<file path="src/rtl/serial_adder.sv">
// Bit-serial adder/subtractor: DIGIT bits per cycle, LSB first, through a registered carry.
// Optional signed-overflow output is built when SERIAL_ADDER_OVF_EN is defined.
module serial_adder #(
  parameter int WIDTH = 8,
  parameter int DIGIT = 1
) (
  input  logic             clk,
  input  logic             rst_n,
  input  logic             start,
  input  logic             sub,
  input  logic [WIDTH-1:0] a,
  input  logic [WIDTH-1:0] b,
  input  logic             cin,
  output logic             busy,
  output logic             done,
  output logic [WIDTH-1:0] sum,
  output logic             cout
`ifdef SERIAL_ADDER_OVF_EN
  ,
  output logic             ovf
`endif
);

  localparam int N  = WIDTH / DIGIT;
  localparam int CW = (N > 1) ? $clog2(N) : 1;

  generate
    if ((WIDTH < 1) || (DIGIT < 1) || ((WIDTH % DIGIT) != 0)) begin : g_bad_params
      $error("serial_adder: WIDTH must be >= 1 and an integer multiple of DIGIT");
    end
  endgenerate

  typedef enum logic [1:0] {IDLE, RUN, DONE} state_t;

  state_t           state;
  logic [WIDTH-1:0] a_sh;
  logic [WIDTH-1:0] b_sh;
  logic [WIDTH-1:0] res_sh;
  logic [WIDTH-1:0] res_next;
  logic             carry;
  logic [CW-1:0]    cnt;
  logic [DIGIT:0]   c;
  logic [DIGIT-1:0] dsum;

  // One DIGIT-wide ripple slice; c[DIGIT-1] is the carry into the digit MSB.
  always_comb begin
    c    = '0;
    dsum = '0;
    c[0] = carry;
    for (int i = 0; i < DIGIT; i++) begin
      dsum[i]  = a_sh[i] ^ b_sh[i] ^ c[i];
      c[i+1]   = (a_sh[i] & b_sh[i]) | (c[i] & (a_sh[i] ^ b_sh[i]));
    end
    res_next = (res_sh >> DIGIT) | (WIDTH'(dsum) << (WIDTH - DIGIT));
  end

  always_ff @(posedge clk or negedge rst_n) begin
    if (!rst_n) begin
      state  <= IDLE;
      a_sh   <= '0;
      b_sh   <= '0;
      res_sh <= '0;
      carry  <= 1'b0;
      cnt    <= '0;
      busy   <= 1'b0;
      done   <= 1'b0;
      sum    <= '0;
      cout   <= 1'b0;
`ifdef SERIAL_ADDER_OVF_EN
      ovf    <= 1'b0;
`endif
    end else begin
      done <= 1'b0;
      case (state)
        IDLE, DONE: begin
          if (start) begin
            a_sh  <= a;
            b_sh  <= sub ? ~b : b;
            carry <= cin ^ sub;
            cnt   <= '0;
            busy  <= 1'b1;
            state <= RUN;
          end else begin
            state <= IDLE;
          end
        end
        RUN: begin
          a_sh   <= a_sh >> DIGIT;
          b_sh   <= b_sh >> DIGIT;
          res_sh <= res_next;
          carry  <= c[DIGIT];
          cnt    <= cnt + CW'(1);
          if (cnt == CW'(N - 1)) begin
            state <= DONE;
            busy  <= 1'b0;
            done  <= 1'b1;
            sum   <= res_next;
            cout  <= c[DIGIT];
`ifdef SERIAL_ADDER_OVF_EN
            ovf   <= c[DIGIT] ^ c[DIGIT-1];
`endif
          end
        end
        default: state <= IDLE;
      endcase
    end
  end

endmodule

</file>
<file path="config.mk">
export PLATFORM = sky130hd
export DESIGN_NAME = serial_adder
export DESIGN_NICKNAME = d
export VERILOG_FILES = /design/src/rtl/serial_adder.sv
export SDC_FILE = /design/constraint.sdc
export NUM_CORES = 1
export LEC_CHECK = 0
export BUFFER_PORTS_ARGS = -buffer_cell sky130_fd_sc_hd__buf_2
export CAP_MARGIN = 20
export CORE_MARGIN = 8
export CORE_UTILIZATION = 58
export CTS_CLUSTER_SIZE = 10
export DETAILED_ROUTE_END_ITERATION = 10
export GPL_TIMING_DRIVEN = 0
export PLACE_DENSITY = 0.91
export SYNTH_ARGS = -nofsm -noshare
export SYNTH_HDL_FRONTEND = slang
export SYNTH_SLANG_ARGS = --single-unit
</file>
<file path="constraint.sdc">
create_clock -name clk -period 3.4 [get_ports clk]
set_input_delay 0.34 -clock clk [delete_from_list [all_inputs] [get_ports clk]]
set_output_delay 0.34 -clock clk [all_outputs]
set_load 0.01 [all_outputs]
</file>
-- Word-level counts from Yosys, hierarchy flattened
Index checks and enable logic that the tools add are counted.
- flip-flop bits (word level): 41
- input bits: 21
- word-level logic and storage cells: 47
- add/sub/neg operators: 1
- eq/ne operators: 5
- mux-type cells: 17
- bitwise operators: 8
- reduce and logical (&&, ||, !) cells: 6
- operator list (kind ; count):
    $pmux 8 s2 ; 2
    $mux 8 ; 3
    $not 8->8 ; 1
    $or 7x8->8 ; 1
    $mux 1 ; 6
    $pmux 3 s2 ; 1
    $ne 2x2->1 const B ; 2
    $pmux 1 s2 ; 2
    $pmux 2 s2 ; 1
    $reduce_and 2->1 ; 2
    $add 3x1->3 const B ; 1
    $eq 3x3->1 const B ; 1
    $mux 3 ; 1
    $reduce_and 3->1 ; 1
    $xor 1x1->1 ; 3
    $and 1x1->1 ; 2
    $eq 2x1->1 const B ; 1
    $eq 2x2->1 const B ; 1
    $logic_not 2->1 ; 1
    $mux 2 ; 1
    $reduce_bool 2->1 ; 1
    $reduce_or 2->1 ; 1
    $or 1x1->1 ; 1

-- Logic depth before layout (Yosys ltp)
Gate-level depths: netlist of the first run.
- depth after elaboration: 4
- gate-level depth with buffers: 5
- gate-level depth less buffers: 5

-- Least setup slack after synthesis of the first run
No wires, ideal clock.
- kind: register to register
- start: register cnt[0]
- end: register sum[7]
- library setup time: 127 ps
- data arrival time: 1239 ps
- data required time: 3273 ps
- setup slack: 2034 ps
- cell stages (with the launch flop): 6
- path buffers: 0
- clock period less this slack: 1366 ps
- cells stage by stage: dfrtp_1 -> ha_1 -> ha_1 -> nand2_4 -> inv_2 -> mux2_1
- cells in the longest elaborated chain, start to end: 2
- ends and longest elaborated chain (item ; RTL line ; text):
    from (decl) ; 41 ; logic [CW-1:0] cnt;
    from (signal assigned) ; 92 ; cnt <= cnt + CW'(1);
    $eq 3x3->1 ; 93 ; if (cnt == CW'(N - 1)) begin
    $reduce_and 2->1 (no source line) ; n/a ;
    to (signal assigned) ; 97 ; sum <= res_next;
    to (decl) ; 16 ; output logic [WIDTH-1:0] sum,
No other way between the ends.
A chain may end at the register's enable or synchronous reset.

-- Worst setup path in the final report of the first run
Ends and elaborated chain as after synthesis.

==> qor.yml, run 1 <==
die_area_um2: 4920
p_int_mw: 1.16
grt_pass1_wl_um: 5360
hold_class: "input port to asynchronous set/reset pin"
worst_skew_pair.late_latency_ns: 0.34
initial_core_util: 0.611
cts_resized: 0
pwr-share-clk: 0.122
pwr-share-comb: 0.408
critPathRequiredTime_ns: 3.64
start_kind: "flop"
netSwitchingFraction: 0.343
critical_path_class: "flop to flop"
clkSinkCount: 40
drc: 0
die_y_um: 70.1
layout.nets: 183
antenna_found_initial: 0
syn2layout_area_growth_pct: 13.8
antenna_cells: 0
via_count: 1084
syn_inst: 122
overflow: 0
utilization: 0.696
core_area_um2: 2780
drt_iter0_drc: 51
ys_warn_count: 0
worst_setup_path_end_kind: "flop"
synth_area_leader_cell: "dfrtp_1"
antenna_left: 0
power_density_nw_per_um2: 911
maxSlewHeadroom: 0.442
cts_max_path_buffers: 2
synth.net_count: 146
ys_types: 21
outcome: "finished, final reports clean"
syn_area_um2: 1700
cts-buffers-inserted: 5
drt_wl_total_um: 3110
cts_setup_buffers: 0
setup_violations: 0
timing.final.crit_share: 0.443
power_switching_uw: 605
dp_hpwl_um: 2310
seq_power_share: 0.469
skew_ns: 0.00886
dp_cells: 183
rsz0062_at_grt: "no"
post-synth-top-area-fraction: 0.589
slew_violations: 0
cts_root_buf: "clkbuf_4"
synthFlopType: "dfrtp_1"
cp.arrival_ns: 1.74
io_pins: 32
synth.area.top_cells: "dfrtp_1 (59%), mux2_1 (11%), a22o_1 (5.7%)"
fp-row-count: 19
viasPerCell: 5.71
fmaxAchievable_mhz: 664
synth.most_common_cell: "dfrtp_1"
finalCriticalPeriod_ns: 1.51
cts.reportedPaths.clkPinSlew_ns: 0.11
first_pass_iters: 4
wire_per_inst_um: 16.4
portBuffers: 30
syn_avg_cell_area_um2: 13.9
tightest_slew_ns: 0.837
p_leak_nw: 0.988
cts_hold_buf: 0
tritoncts: "yes"
die_x_um: 70.1
layout-drive-gt1-share: 0.314
vdd_drop_max_uv: 631
cts_max_level: 2
setup_tns_ns: 0
finalHoldViolations: 0
fin_cells: 190
synthTopCellsByCount: "dfrtp_1 (40), mux2_1 (16), a22o_1 (11)"
grt_max_degree: 41
path_max_fanout: 9
ys_ff_latch: 40
fillers: 204
grt_pass1_vias: 1213
yosysSeqAreaShare: 0.589
drv_cap: 0
synthArstFlopShare: 1.00
synth_edf_count: 0
gp_congestion: 0.693
grtUsageTotal: 0.136
[power groups by stage]
stage               registers, mW  clock network, mW  logic, mW
global route                0.856              0.243      0.798
detailed placement          0.841                  0      0.730
finish                      0.827              0.216      0.720
CTS                         0.830              0.221      0.734
floorplan                   0.832                  0      0.512
global placement            0.819                  0      0.686
[area by class of cell]
cell class,count,area [um^2],share of cell area
multi-input cells,71,631,0.326
repair buffers,30,150,0.0776
plain buffers,8,57.6,0.0297
well taps,31,38.8,0.0200
inverters,3,11.3,0.00582
clock inverters,1,5.00,0.00259
clock buffers,6,41.3,0.0213
flip-flops and latches,40,1000,0.517
[final timing paths]
path / from / to / slack (ns) / cells after the start
min in group clk: a[7] / a_sh[7]$_DFFE_PN0P_ / 0.22 / 2
setup / recovery: cnt[0]$_DFFE_PN0P_ / sum[7]$_DFFE_PN0P_ / 1.89 / 5
hold reg to reg: sum[2]$_DFFE_PN0P_ / sum[2]$_DFFE_PN0P_ / 0.49 / 1
max in group asynchronous: rst_n / b_sh[2]$_DFFE_PN0P_ / 2.78 / 1
setup reg to reg: cnt[0]$_DFFE_PN0P_ / sum[7]$_DFFE_PN0P_ / 1.89 / 5
hold / removal: rst_n / sum[1]$_DFFE_PN0P_ / 0.09 / 1
[cell usage in the layout, fill, tap and decap left out]
| cell | Yosys | final |
|---|---|---|
| a22o_1 | 11 | 11 |
| nor2b_1 | 1 | 1 |
| xnor2_1 | 8 | 8 |
| buf_1 | 1 | 1 |
| nand2b_1 | 1 | 1 |
| nor2b_4 | 1 | 1 |
| nor2_1 | 10 | 10 |
| o21ai_1 | 1 | 1 |
| fa_1 | 1 | 1 |
| xor2_1 | 1 | 1 |
| inv_2 | 3 | 3 |
| mux2_2 | 1 | 1 |
| a221o_1 | 8 | 8 |
| clkinv_2 | 0 | 1 |
| nand2_4 | 1 | 1 |
| ha_1 | 2 | 2 |
| clkbuf_1 | 0 | 1 |
| nor2_2 | 1 | 1 |
| a21o_1 | 7 | 7 |
| mux2_1 | 16 | 16 |
| buf_6 | 3 | 3 |
| dfrtp_1 | 40 | 40 |
| clkbuf_4 | 0 | 5 |
| buf_2 | 4 | 34 |
[critical path, cell delays in order (launching register included)]
cell	delay (ns)
dfrtp_1	0.40
ha_1	0.22
ha_1	0.23
nand2_4	0.15
inv_2	0.08
mux2_1	0.32
[layer usage]
layer,track usage,wire length [um],vias up
met5,0,0,-
met4,0.0804,74,0
met3,0.0480,160,8
met2,0.230,1590,25
met1,0.140,1280,543
li1,-,-,508
[per-stage QoR]
stage / power (mW) / worst slack [ns] / area, um^2 / hold slack [ns]
after detailed placement: 1.57 / 1.90 / 1890 / 0.466
after global routing: 1.90 / 1.83 / 1940 / 0.144
after floorplan: 1.34 / 2.03 / 1700 / 0.0444
after global placement: 1.51 / 1.98 / 1890 / 0.459
after CTS: 1.78 / 1.89 / 1940 / 0.107
final: 1.76 / 1.89 / 1940 / 0.0869
[sequential cells by signal (all words and copies together), names as in the netlist]
signal  cells
b_sh        8
state       2
sum         8
cout        1
a_sh        8
carry       1
res_sh      7
busy        1
done        1
cnt         3
[cells by family (layout without fill, tap and decap cells)]
group,after synthesis,in the layout,share of synthesized area
compound gates,27,27,0.138
xor+xnor,9,9,0.0464
fa+ha+maj,3,3,0.0265
buf+inv,11,48,0.0405
flops,40,40,0.589
mux,17,17,0.113
simple gates,15,15,0.0478
(Power assumes the default switching activity.)
==> run 2, diff against run 1 <==
CORE_UTILIZATION = 48   (was 58)
PLACE_DENSITY = 0.81   (was 0.91)
clock period = 1.32 ns   (was 3.4 ns; I/O delays follow)
==> qor.yml, run 2 (synthesized netlist as in run 1, its figures left out) <==
p_int_mw: 3.71  # +220%
grtUsageTotal: 0.138  # +0.00262
seq_power_share: 0.390  # -0.079
max_stage_delay_ns: 0.39  # about the same
finalHoldViolations: 0  # unchanged
slowest_stage: "dfrtp_1"
outcome: "finished with violations"
cts-buffers-inserted: 5  # unchanged
grt_pass1_wl_um: 5730  # +6.9%
worst_setup_path_end_kind: "flop"
power_density_nw_per_um2: 2500  # +170%
drt_wl_total_um: 3560  # +15%
vdd_drop_max_uv: 1410  # +120%
wire_per_inst_um: 16.3  # -0.16%
finalCriticalPeriod_ns: 1.33  # -0.175 ns
portBuffers: 30  # unchanged
pwr-share-comb: 0.467  # +0.059
stdcell_area_um2: 2200  # +14%
drt_iter0_drc: 62  # +22%
hold_class: "input port to flop"
grt_pass1_vias: 1231  # +1.5%
timing.final.crit_share: 1.01  # +0.565
core_area_um2: 3360  # +21%
skew_ns: 0.0104  # +0.00151 ns
rsz0062_at_grt: "yes"
layout-drive-gt1-share: 0.430  # +0.116
worst_skew_pair.late_latency_ns: 0.35  # about the same
p_leak_nw: 1.12  # +13%
first_pass_iters: 4  # unchanged
drc: 0  # unchanged
critical_path_class: "flop to flop"
pwr-share-clk: 0.143  # +0.021
tritoncts: "yes"
drv_cap: 0  # unchanged
fin_ws_ns: -0.0110  # -1.90 ns
cts_max_path_buffers: 2  # unchanged
gp_congestion: 0.755  # +8.9%
dp_hpwl_um: 2330  # +0.67%
die_x_um: 75.5  # +7.7%
setup_violations: 4  # +4
viasPerCell: 5.19  # -9.1%
maxSlewHeadroom: 0.421  # -0.0202
syn2layout_area_growth_pct: 29.7
cts.reportedPaths.clkPinSlew_ns: 0.11  # about the same
cts_max_level: 2  # unchanged
slew_violations: 0  # unchanged
die_y_um: 75.5  # +7.7%
path_max_fanout: 7  # -2
placed_area_um2: 1920  # +1.4%
final_cell_mix: "dfrtp_1 (40), buf_2 (31), mux2_4 (11), a22o_1 (11), nor2_1 (10)"
cp.arrival_ns: 1.57  # -0.17 ns
antenna_left: 0  # unchanged
via_count: 1131  # +4.3%
antenna_cells: 0  # unchanged
violations: "setup timing"
io_pins: 32  # unchanged
start_kind: "flop"
critPathRequiredTime_ns: 1.56  # -2.08 ns
tightest_slew_ns: 0.868  # +0.0303 ns
netSwitchingFraction: 0.327  # -0.0163
layout.nets: 195  # +6.6%
cts_root_buf: "clkbuf_4"
die_area_um2: 5700  # +16%
crit_path_cell_trace: "nor2b_4 -> buf_12 -> nor2_4 -> buf_6 -> a221o_1"
power_switching_mw: 1.80  # +200%
fmaxAchievable_mhz: 751  # +13%
r2r_slack_ns: -0.01  # -1.90 ns
clkSinkCount: 40  # unchanged
largestRegisters: "a_sh: 8 flops, b_sh: 8 flops, sum: 8 flops"
fp-row-count: 21  # +2
overflow: 0  # unchanged
final_common_cell: "dfrtp_1"
grt_max_degree: 41  # unchanged
power_mw: 5.52  # +210%
antenna_found_initial: 0  # unchanged
initial_core_util: 0.506  # -0.106
-- run 2: cell types whose count changed in the layout (fill, tap and decap cells not counted), sizes merged --
| cell | change |
|---|---|
| bufinv | +1 |
| clkbuf | +1 |
| dlygate4sd3 | +2 |
| buf | +8 |
| nand2 | +1 |
-- run 2: final cells by class --
| type | count | area [um^2] |
|---|---|---|
| repair buffers | 42 | 262 |
| clock buffers | 6 | 41.3 |
| clock inverters | 2 | 35.0 |
| multi-input cells | 72 | 712 |
| fillers | 273 | 1160 |
| well taps | 46 | 57.6 |
| inverters | 3 | 18.8 |
| plain buffers | 7 | 77.6 |
| flip-flops and latches | 40 | 1000 |
-- run 2: worst max-delay path, delay by kind of cell (launching register included) --
family | cells | cell delay [ns]
buf+inv | 2 | 0.29
compound gates | 1 | 0.30
simple gates | 2 | 0.24
flops | 1 | 0.39
-- run 2: final timing paths --
kind                       depth (start not counted)                 start                   to
max reg2reg                                        5  state[0]$_DFFE_PN0P_  b_sh[6]$_DFFE_PN0P_
min reg2reg                                        1   a_sh[5]$_DFFE_PN0P_  a_sh[5]$_DFFE_PN0P_
min                                                3                  a[3]  a_sh[3]$_DFFE_PN0P_
max in group asynchronous                          2                 rst_n  a_sh[6]$_DFFE_PN0P_
min in group asynchronous                          2                 rst_n   sum[6]$_DFFE_PN0P_
max                                                5  state[0]$_DFFE_PN0P_  b_sh[6]$_DFFE_PN0P_
-- run 2: power groups by stage --
stage               clock, mW  sequential [mW]  combinational (mW)
global placement            0             2.11                1.79
floorplan                   0             2.15                1.33
detailed placement          0             2.16                1.90
global route            0.869             2.23                2.80
CTS                     0.818             2.14                2.23
finish                  0.790             2.15                2.57
-- run 2: metal layers --
layer / up-vias / track usage / part of all wire / routed length, um
met4: 0 / 0.0597 / 0.017 / 62
li1: 536 / - / - / -
met2: 35 / 0.219 / 0.47 / 1680
met5: - / 0 / 0 / 0
met1: 554 / 0.164 / 0.45 / 1590
met3: 6 / 0.0526 / 0.064 / 227
-- run 2: timing repair --
action	4_1_cts	5_1_grt
setup endpoints to repair	16	34
setup buffers	5	4
resized for setup	7	20
cloned	1	1
pin swaps	1	4
hold endpoints to repair	41	0
hold buffers	2	0
-- run 2: stage by stage --
stage	setup slack (ns)	instances	setup TNS (ns)	utilization	hold WS, ns
2_1_floorplan	0.00569	122	0	-	-0.164
3_3_place_gp	-0.0496	198	-0.223	0.570	0.265
3_5_place_dp	-0.0781	198	-0.539	0.570	0.290
4_1_cts	-0.00600	214	-0.0201	0.626	0.0599
5_1_grt	-0.0644	218	-1.13	0.656	0.0680
6_report	-0.0110	218	-0.0253	0.656	0.0818
==> run 3, diff against run 2 <==
GPL_TIMING_DRIVEN = 1   (was 0)
SETUP_SLACK_MARGIN = 0.4   (was not set)
==> qor.yml, run 3 (synthesized netlist as in run 1, its figures left out) <==
cp.arrival_ns: 1.62  # +0.05 ns
drc: 0  # unchanged
critical_path_class: "flop to flop"
path_max_fanout: 9  # +2
power_switching_mw: 1.92  # +6.5%
max_stage_delay_ns: 0.41  # +0.02 ns
grt_busiest_layer: "met2"
violations: "setup timing"
rsz0062_at_grt: "yes"
timing.final.crit_share: 1.03  # +0.0265
slowest_stage: "dfrtp_1"
largestRegisters: "a_sh: 8 flops, b_sh: 8 flops, sum: 8 flops"
cts_max_path_buffers: 2  # unchanged
final_cell_mix: "dfrtp_1 (40), buf_2 (29), mux2_4 (17)"
dp_hpwl_um: 2410  # +3.3%
overflow: 0  # unchanged
cts_root_buf: "clkbuf_4"
die_x_um: 75.5  # unchanged
gp_congestion: 0.760  # +0.65%
worst_skew_pair.late_latency_ns: 0.36  # about the same
core_area_um2: 3360  # unchanged
cts-buffers-inserted: 5  # unchanged
critPathRequiredTime_ns: 1.57  # about the same
pwr-share-clk: 0.117  # -0.026
layout.nets: 201  # +3.1%
layout-drive-gt1-share: 0.511  # +0.0810
crit_path_cell_trace: "ha_2 -> ha_4 -> nand2_8 -> inv_4 -> mux2_4"
hold_class: "input port to flop"
drv_cap: 0  # unchanged
via_count: 1178  # +4.2%
power_density_nw_per_um2: 2500  # about the same
grt_max_degree: 24  # -41%
fmaxAchievable_mhz: 732  # -2.6%
grt_pass1_vias: 1307  # +6.2%
slew_violations: 0  # unchanged
antenna_left: 0  # unchanged
clkSinkCount: 40  # unchanged
p_int_mw: 3.83  # +3.2%
tritoncts: "yes"
die_area_um2: 5700  # unchanged
cts.reportedPaths.clkPinSlew_ns: 0.14  # +0.03 ns
p_leak_nw: 1.17  # +4.7%
portBuffers: 31  # +3.3%
first_pass_iters: 4  # unchanged
setup_violations: 14  # +10
critPathBufInv: 1  # -1
viasPerCell: 5.26  # +1.4%
fin_ws_ns: -0.0459  # -0.0350 ns
finalHoldViolations: 0  # unchanged
finalCriticalPeriod_ns: 1.37  # +0.0350 ns
antenna_cells: 0  # unchanged
fp-row-count: 21  # unchanged
outcome: "finished with violations"
worst_path_dominant_cell_family: "flip-flops"
vdd_drop_max_uv: 1080  # -24%
seq_power_share: 0.380  # -0.010
grtUsageTotal: 0.147  # +0.00855
setup_tns_ns: -0.249  # -0.223 ns
final_common_cell: "dfrtp_1"
grt_util_met2: 0.255  # +0.0364
use_met3: 0.0474  # -0.00526
pre_cts_slack_ns: 0.00354  # +0.0816 ns
wire_per_inst_um: 16.4  # +0.63%
drt_iter0_drc: 55  # -11%
grt_use_met1: 0.162  # -0.00245
tightest_slew_ns: 0.441  # -0.427 ns
fillers: 255  # -6.6%
netSwitchingFraction: 0.334  # +0.00689
pwr-share-comb: 0.503  # +0.036
skew_ns: 0.0230  # +0.0126 ns
maxSlewHeadroom: 0.706  # +0.285
antenna_found_initial: 0  # unchanged
syn2layout_area_growth_pct: 35.3
io_pins: 32  # unchanged
cts_max_level: 2  # unchanged
utilization: 0.684  # +0.0286
start_kind: "flop"
initial_core_util: 0.506  # unchanged
die_y_um: 75.5  # unchanged
grt_pass1_wl_um: 6130  # +6.9%
hold_slack_ns: 0.0525  # -0.0292 ns
worst_setup_path_end_kind: "flop"
drt_wl_total_um: 3680  # +3.4%
==> run 3: worst paths after layout <==
path	from	endpoint	slack, ns	cells past startpoint
max in group asynchronous	rst_n	sum[0]$_DFFE_PN0P_	0.62	3
worst max-delay path	cnt[1]$_DFFE_PN0P_	sum[5]$_DFFE_PN0P_	-0.05	5
worst max register to register	cnt[1]$_DFFE_PN0P_	sum[5]$_DFFE_PN0P_	-0.05	5
worst min register to register	a_sh[2]$_DFFE_PN0P_	a_sh[2]$_DFFE_PN0P_	0.50	1
worst min-delay path	a[3]	a_sh[3]$_DFFE_PN0P_	0.05	3
min in group asynchronous	rst_n	cnt[1]$_DFFE_PN0P_	0.23	2
==> run 3: stage by stage <==
stage               cells  power (mW)  area (um^2)
floorplan             122        3.86         1790
global placement      198        4.23         1990
detailed placement    198        4.37         1990
CTS                   220        5.50         2230
global route          224        6.09         2300
finish                224        5.75         2300
==> run 3: power by group through the flow <==
stage	Clock, mW	Combinational (mW)	Sequential (mW)
final	0.672	2.90	2.19
after global routing	0.728	3.10	2.27
after CTS	0.681	2.65	2.17
after detailed placement	0	2.17	2.20
after global placement	0	2.08	2.15
after floorplan	0	1.69	2.17
==> run 3: worst min-delay path, cell delays in order <==
cell and delay, ns:
buf_2 0.07, a22o_1 0.11, a21o_1 0.07
==> run 3: final cells by class <==
cell class              instances  area [um^2]  share of cell area
repair buffers                 55          412               0.179
multi-input cells              72          751               0.326
well taps                      46         57.6              0.0250
flip-flops and latches         40         1000               0.435
clock buffers                   6         51.3              0.0223
inverters                       3         13.8             0.00598
clock inverters                 2         15.0             0.00653
==> run 3: routing by layer <==
metal,wire length (um),part of all wire
met5,0,0
met4,51,0.014
met3,211,0.057
met2,1850,0.50
met1,1570,0.43
==> run 3: repair_timing <==
| item | 4_1_cts | 5_1_grt |
|---|---|---|
| setup endpoints to repair | 51 | 51 |
| pin swaps | 5 | 5 |
| setup buffers | 10 | 4 |
| gates resized for setup | 15 | 10 |
| gates cloned | 2 | 0 |
| hold buffers | 2 | 0 |
| endpoints found under the hold margin | 18 | 0 |
